`config.mk`:
```
export PLATFORM = sky130hd
export DESIGN_NAME = rr_lock_arbiter_flat
export DESIGN_NICKNAME = d
export VERILOG_FILES = /design/src/rtl/rr_lock_arbiter_if.sv /design/src/rtl/rr_lock_arbiter.sv /design/src/flat_wrapper.sv
export SDC_FILE = /design/constraint.sdc
export NUM_CORES = 1
export LEC_CHECK = 0
export CAP_MARGIN = 25
export CORE_MARGIN = 2
export CORE_UTILIZATION = 45
export DETAILED_ROUTE_END_ITERATION = 8
export PLACE_DENSITY = 0.81
export SLEW_MARGIN = 5
export SYNTH_ARGS = -nofsm -noshare
export SYNTH_HDL_FRONTEND = slang
export SYNTH_SLANG_ARGS = --single-unit
```
`constraint.sdc`:
```
create_clock -name clk -period 1.89 [get_ports clk]
set_input_delay 0.378 -clock clk [delete_from_list [all_inputs] [get_ports clk]]
set_output_delay 0.378 -clock clk [all_outputs]
set_load 0.05 [all_outputs]
```
`src/rtl/rr_lock_arbiter_if.sv`:
```
// rtl/rr_lock_arbiter_if.sv - requester/arbiter handshake bundle for rr_lock_arbiter
interface rr_lock_arbiter_if #(
  parameter int N_REQ = 4,
  parameter int OW    = 2
);
  logic [N_REQ-1:0] req;
  logic [N_REQ-1:0] rel;
  logic [N_REQ-1:0] gnt;
  logic             busy;
  logic [OW-1:0]    owner;
  logic             tout;

  modport master (
    output req, rel,
    input  gnt, busy, owner, tout
  );

  modport slave (
    input  req, rel,
    output gnt, busy, owner, tout
  );
endinterface

```
`src/rtl/rr_lock_arbiter.sv`:
```
// rtl/rr_lock_arbiter.sv - round-robin lock arbiter with hold-timeout watchdog
// One owner at a time; a dead GAP cycle separates owners for the resource mux.
module rr_lock_arbiter #(
  parameter int N_REQ   = 4,
  parameter int OW      = 2,
  parameter int TIMEOUT = 15,
  parameter int TW      = 4
) (
  input  logic               clk,
  input  logic               rst,
  rr_lock_arbiter_if.slave   bus
);

  typedef enum logic [1:0] {
    IDLE = 2'd0,
    HOLD = 2'd1,
    GAP  = 2'd2
  } state_t;

  state_t           state_q, state_d;
  logic [N_REQ-1:0] gnt_q, gnt_d;
  logic [OW-1:0]    owner_q, owner_d;
  logic [OW-1:0]    ptr_q, ptr_d;
  logic [TW-1:0]    cnt_q, cnt_d;
  logic [N_REQ-1:0] block_q, block_d;
  logic             tout_q, tout_d;

  logic [N_REQ-1:0] elig;
  logic [OW-1:0]    win;
  logic             rel_now;

  // Scan in reverse so the last hit is the first index at or after ptr.
  function automatic logic [OW-1:0] rr_pick(input logic [N_REQ-1:0] e,
                                            input logic [OW-1:0]    ptr);
    logic [OW-1:0] w;
    int            idx;
    w = '0;
    for (int k = N_REQ - 1; k >= 0; k--) begin
      idx = int'(ptr) + k;
      if (idx >= N_REQ) idx = idx - N_REQ;
      if (e[idx[OW-1:0]]) w = idx[OW-1:0];
    end
    return w;
  endfunction

  assign elig    = bus.req & ~block_q;
  assign win     = rr_pick(elig, ptr_q);
  assign rel_now = !bus.req[owner_q] || bus.rel[owner_q];

  always_comb begin
    state_d = state_q;
    gnt_d   = gnt_q;
    owner_d = owner_q;
    ptr_d   = ptr_q;
    cnt_d   = cnt_q;
    tout_d  = 1'b0;
    block_d = block_q & bus.req;
    case (state_q)
      IDLE: begin
        if (|elig) begin
          state_d      = HOLD;
          gnt_d        = '0;
          gnt_d[win]   = 1'b1;
          owner_d      = win;
          cnt_d        = '0;
          ptr_d        = (int'(win) == N_REQ - 1) ? '0 : win + 1'b1;
        end
      end
      HOLD: begin
        cnt_d = cnt_q + 1'b1;
        // A normal release on the timeout edge wins: no TOUT, no block.
        if (rel_now) begin
          state_d = GAP;
          gnt_d   = '0;
        end else if (cnt_q == TW'(TIMEOUT - 1)) begin
          state_d          = GAP;
          gnt_d            = '0;
          tout_d           = 1'b1;
          block_d[owner_q] = 1'b1;
        end
      end
      GAP: begin
        state_d = IDLE;
      end
      default: begin
        state_d = IDLE;
        gnt_d   = '0;
      end
    endcase
  end

  always_ff @(posedge clk or posedge rst) begin
    if (rst) begin
      state_q <= IDLE;
      gnt_q   <= '0;
      owner_q <= '0;
      ptr_q   <= '0;
      cnt_q   <= '0;
      block_q <= '0;
      tout_q  <= 1'b0;
    end else begin
      state_q <= state_d;
      gnt_q   <= gnt_d;
      owner_q <= owner_d;
      ptr_q   <= ptr_d;
      cnt_q   <= cnt_d;
      block_q <= block_d;
      tout_q  <= tout_d;
    end
  end

  assign bus.gnt   = gnt_q;
  assign bus.busy  = |gnt_q;
  assign bus.owner = owner_q;
  assign bus.tout  = tout_q;

endmodule

```
`src/flat_wrapper.sv`:
```
// flat-port wrapper written by rule: the top's interface ports become plain ports
module rr_lock_arbiter_flat 
#(
  parameter int N_REQ   = 4,
  parameter int OW      = 2,
  parameter int TIMEOUT = 15,
  parameter int TW      = 4
)
  (clk, rst, bus_req, bus_rel, bus_gnt, bus_busy, bus_owner, bus_tout);
  rr_lock_arbiter_if #(.N_REQ(N_REQ), .OW(OW)) bus_i ();
  input  logic clk;
  input  logic rst;
  input wire logic [$bits(bus_i.req)-1:0] bus_req;
  input wire logic [$bits(bus_i.rel)-1:0] bus_rel;
  output wire logic [$bits(bus_i.gnt)-1:0] bus_gnt;
  output wire logic [$bits(bus_i.busy)-1:0] bus_busy;
  output wire logic [$bits(bus_i.owner)-1:0] bus_owner;
  output wire logic [$bits(bus_i.tout)-1:0] bus_tout;
  assign bus_i.req = bus_req;
  assign bus_i.rel = bus_rel;
  assign bus_gnt = bus_i.gnt;
  assign bus_busy = bus_i.busy;
  assign bus_owner = bus_i.owner;
  assign bus_tout = bus_i.tout;
  rr_lock_arbiter #(.N_REQ(N_REQ), .OW(OW), .TIMEOUT(TIMEOUT), .TW(TW)) u_core (.clk(clk), .rst(rst), .bus(bus_i));
endmodule
```
# --- Word-level counts from Yosys, hierarchy flattened ---
# Index checks and enable logic that the tools add are counted.
op_classes:
  eq_ne: 6
  magnitude_cmp: 12
  bitwise: 5
  n_reduce_logical: 12
  add_sub_neg: 9
  muxes: 41
ops:
  columns: ["op", "count"]
  rows:
  - ["$mux 4", 7]
  - ["$mux 2", 12]
  - ["$lt 2x3->1 const B", 6]
  - ["$bmux 1 s2", 6]
  - ["$pmux 4 s3", 1]
  - ["$mux 1", 11]
  - ["$ge 3x3->1 const B", 3]
  - ["$and 4x4->4", 2]
  - ["$pmux 4 s2", 1]
  - ["$reduce_or 4->1", 2]
  - ["$sub 2x1->2 const B", 4]
  - ["$add 2x2->3 const B", 2]
  - ["$reduce_and 2->1", 3]
  - ["$add 4x1->4 const B", 1]
  - ["$demux 1 s2", 2]
  - ["$eq 2x1->1 const B", 2]
  - ["$eq 4x4->1 const B", 1]
  - ["$ge 2x1->1 const B", 2]
  - ["$not 4->4", 1]
  - ["$or 4x4->4", 1]
  - ["$pmux 2 s2", 1]
  - ["$add 2x1->3 const B", 1]
  - ["$ge 2x3->1 const B", 1]
  - ["$ne 3x1->1 const B", 1]
  - ["10 further kinds", 11]
word_totals:
  output_inout_bits: 8
  reg_bits: 19
  wordCells: 92

# --- Logic depth before layout (Yosys ltp) ---
logic_depth:
  ltp_word: 15
  mapped_depth: 8

# --- Least setup slack after synthesis ---
# OpenSTA, ideal clock, no wires.
synth_path:
  path_kind: "register to output"
  startpoint: "reg u_core.gnt_q[0], in the netlist u_core.bus.gnt[0]"
  endpoint: "out bus_busy"
  required_ps: 1512
  setup_slack_ps: 129
  stages_incl_launch_ff: 2
  arrival_ps: 1383
  path_cell_list: "dfrtp_1 > or4_1"
synth_between:
  elab_chain_cells: 1
synth_lines:
  columns: ["item", "line", "source"]
  rows:
  - ["from (decl)", "rr_lock_arbiter.sv:21", "logic [N_REQ-1:0] gnt_q, gnt_d;"]
  - ["from (signal assigned)", "rr_lock_arbiter.sv:103", "gnt_q <= gnt_d;"]
  - ["$reduce_or 4->1", "rr_lock_arbiter.sv:113", "assign bus.busy = |gnt_q;"]
  - ["to (decl)", "flat_wrapper.sv:16", "output wire logic [$bits(bus_i.busy)-1:0] bus_busy;"]
# No other way between the ends.

# --- Worst setup path in the final report ---
# Same ends and word-level chain as after synthesis.

==> summary.md <==
| Metric | Value |
|---|---|
| Syn-to-layout area delta | 31.3% |
| Status | finished clean |
| Full die area | 0.00295 mm2 |
| Max-cap violations | 0 |
| Clock sinks | 19 |
| Pre-antenna DRT Iters | 4 |
| CP Capture Type | output pin |
| CP required | 1.51 ns |
| 1st-iter DRT viols | 30 |
| Slew Viols, Final | 0 |
| Worst path cell trace | or4_1, buf_4 |
| Rel. slew slack | about 67% |
| Hpwl dp | 1.93 mm |
| Vias per cell | 5.28 |
| Reg clk slew, reported paths | about 0.11 ns |
| Worst vdd ir | approximately 0.00096 V |
| Syn Inst Count | between 100 and 150 |
| Crit path depth | 2 |
| # rows | 18 |
| Largest net degree at the start of global routing | 20 |
| Final setup violation count | 0 |
| Placed cells | 179 |
| Starting Density | between 40% and 50% |
| Vias in the first global route | a little over 900 |
| Clock Path Buffers | 2 |
| Post-synthesis sequential area ratio | 41.8% |
| Grt ovf | 0 |
| First-pass GRT wire length | around 4.1 mm |
| TritonCTS clock tree | built |
| Worst path max stage delay | 0.52 ns |
| Worst Path Buf+Inv | 1 |
| Period utilization | 96.1% |
| Clock Latency Late Sink | approximately 0.3 ns |
| Hold/Removal Path Class | in2async |
| WS Path Type | reg2out |
| Die H | 54.3 um |
| Share of cells above drive strength 1 | 27.5% |
| R2R depth | 7 |
| Most frequently used flop master after synthesis | dfrtp_1 |
| Final Non-Filler Cells | 183 |
| Async S/R FF share, synth | 100% |
| Critical Path AT | 1.44 ns |
| #FFs+latches synth | 19 |
| Synthesized cell area | 0.00114 mm2 |
| Hold Fails Final Rpt | 0 |
| Syn Nets | 130 |
| Area leader, netlist | dfrtp_1 |
| Maximum fanout along the worst path | 3 |
| Post-placement setup slack | -0.334 ns |
| Clk_skew | 0.00349 ns |
| Yosys cell types | 37 |
| N_diodes | 0 |
| Die X-Extent | 54.3 um |
| YS warnings | 0 |
| Power per cell area | about 1400 mW/mm2 |
| Number of enable flip-flop cells after synthesis | 0 |
| Area contributors post-synth | dfrtp_1 42%, ha_1 6.6%, o21ai_0 5.3%, nand2_1 4.3%, a32o_1 3.5% |
| Slowest cell on crit path | or4_1 |
| Routed wire length per instance | 13.6 um |
| Area fraction of the dominant cell type after synthesis | between 40% and 50% |
| Setup TNS | 0 ns |
| Vias post-DR | 967 |
| Root buffer cell | clkbuf_4 |
| Fin crit period | between 1.5 and 2 ns |
| Final #Nets | 170 |
| # DRC | 0 |
| Crit path max-delay family | simple AND/OR/NAND/NOR gates |
| Max Fclk | 0.551 GHz |
| RSZ-0062 raised after global routing | no |
| Gr usage total | 19.8% |
| Routability cong. | 0.809 |
| Crit path launch type | flip-flop |
| H-tree levels | 1 |
| Top Ports | 18 |
| Initial antenna violation count | 0 |
| Setup WS post-layout | 0.0735 ns |
| Total length of routed wires | approximately 2.5 mm |
| Syn_area_per_cell | 9.99 um2 |
| Lkg Pwr | 0.723 nW |
| Measured slew at the worst slew-check pin | 0.492 ns |
| Core Region | 0.00243 mm2 |
| Final ANT Viol Nets | 0 |
| Number of I/O port buffers | 17 |
| Number of buffers created by CTS | 3 |
[placed cells by master (no fill, tap or decap), types with 4 or more instances in the layout]
master           instances
nand3_1                  6
buf_4                   27
inv_1                    8
nand2_1                 13
ha_1                     6
o21ai_0                 11
a32o_1                   4
dfrtp_1                 19
clkdlybuf4s50_1          8
[cell type report]
class	count	area, um2
Sequential cell	19	475
Multi-Input combinational cell	84	617
Fill cell	200	937
Inverter	9	33.8
Timing Repair Buffer	37	304
Clock buffer	3	22.5
Clock inverter	1	5.00
Tap cell	30	37.5
[Yosys cell counts (3+ instances only)]
master,instances
dfrtp_1,19
nand2_1,13
o21ai_0,12
inv_1,9
ha_1,6
nand3_1,6
a32o_1,4
a21oi_1,3
mux2i_1,3
nor2b_1,3
or3_1,3
[metrics by stage]
| stage | cell area, um2 | utilization [%] | hold WS [ns] | power, mW |
|---|---|---|---|---|
| 2_1_floorplan | 1140 | - | 0.329 | 1.49 |
| 3_3_place_gp | 1460 | 60.2 | 0.468 | 1.83 |
| 3_5_place_dp | 1460 | 60.2 | 0.483 | 1.87 |
| 4_1_cts | 1490 | 61.3 | 0.373 | 2.08 |
| 5_1_grt | 1500 | 61.5 | 0.390 | 2.23 |
| 6_report | 1500 | 61.5 | 0.373 | 2.08 |
[layer usage]
metal	track usage, %	vias to the layer above	wire (um)
met4	10.0	0	36
met5	0	-	0
met3	1.64	4	86
li1	-	488	-
met1	25.3	445	1130
met2	33.5	30	1230
[final timing paths]
kind	startpoint	end	slack [ns]
worst min register to register	u_core.block_q[1]	u_core.block_q[1]	0.51
worst min-delay path	rst	u_core.state_q[1]	0.37
max in group asynchronous	rst	u_core.bus.gnt[3]	1.32
min in group clk	bus_req[2]	u_core.block_q[2]	0.46
worst max-delay path	u_core.bus.gnt[0]	bus_busy	0.07
worst max register to register	u_core.block_q[0]	u_core.ptr_q[1]	0.14
[cells by family (layout without fill, tap and decap cells)]
family,after synthesis,in the layout,share of synthesized area [%]
simple gates,44,44,23.7
compound gates,29,29,19.2
flops,19,19,41.8
buf+inv,11,50,4.29
fa+ha+maj,6,6,6.59
mux,4,4,3.63
xor+xnor,1,1,0.769
[sequential cells by signal, summed over array words and instances (netlist names)]
register and flops:
u_core.cnt_q 4, u_core.block_q 4, u_core.bus.tout 1, u_core.bus.gnt 4
u_core.ptr_q 2, u_core.state_q 2, u_core.bus.owner 2
[worst reg2reg max path: cells and delay by family, from the launching register on]
kind / cells / cell delay (ns)
AO/OA/AOI/OAI: 3 / 0.44
multiplexers: 1 / 0.25
adder cells (fa/ha/maj): 1 / 0.27
flip-flops: 1 / 0.42
AND/OR/NAND/NOR: 1 / 0.17
buffers and inverters: 1 / 0.10
[timing repair]
item / 4_1_cts / 5_1_grt
hold buffers: 0 / 0
endpoints found under the setup margin: 1 / 3
pin swaps: 0 / 1
gates resized for setup: 2 / 3
setup buffers: 0 / 0
[where the power goes]
| group | internal, mW | switching [mW] |
|---|---|---|
| clock network | 0.0790 | 0.131 |
| registers | 0.526 | 0.173 |
| logic | 0.465 | 0.700 |
| total | 1.07 | 1.00 |
Note: power is estimated with default switching activity, not from simulation.
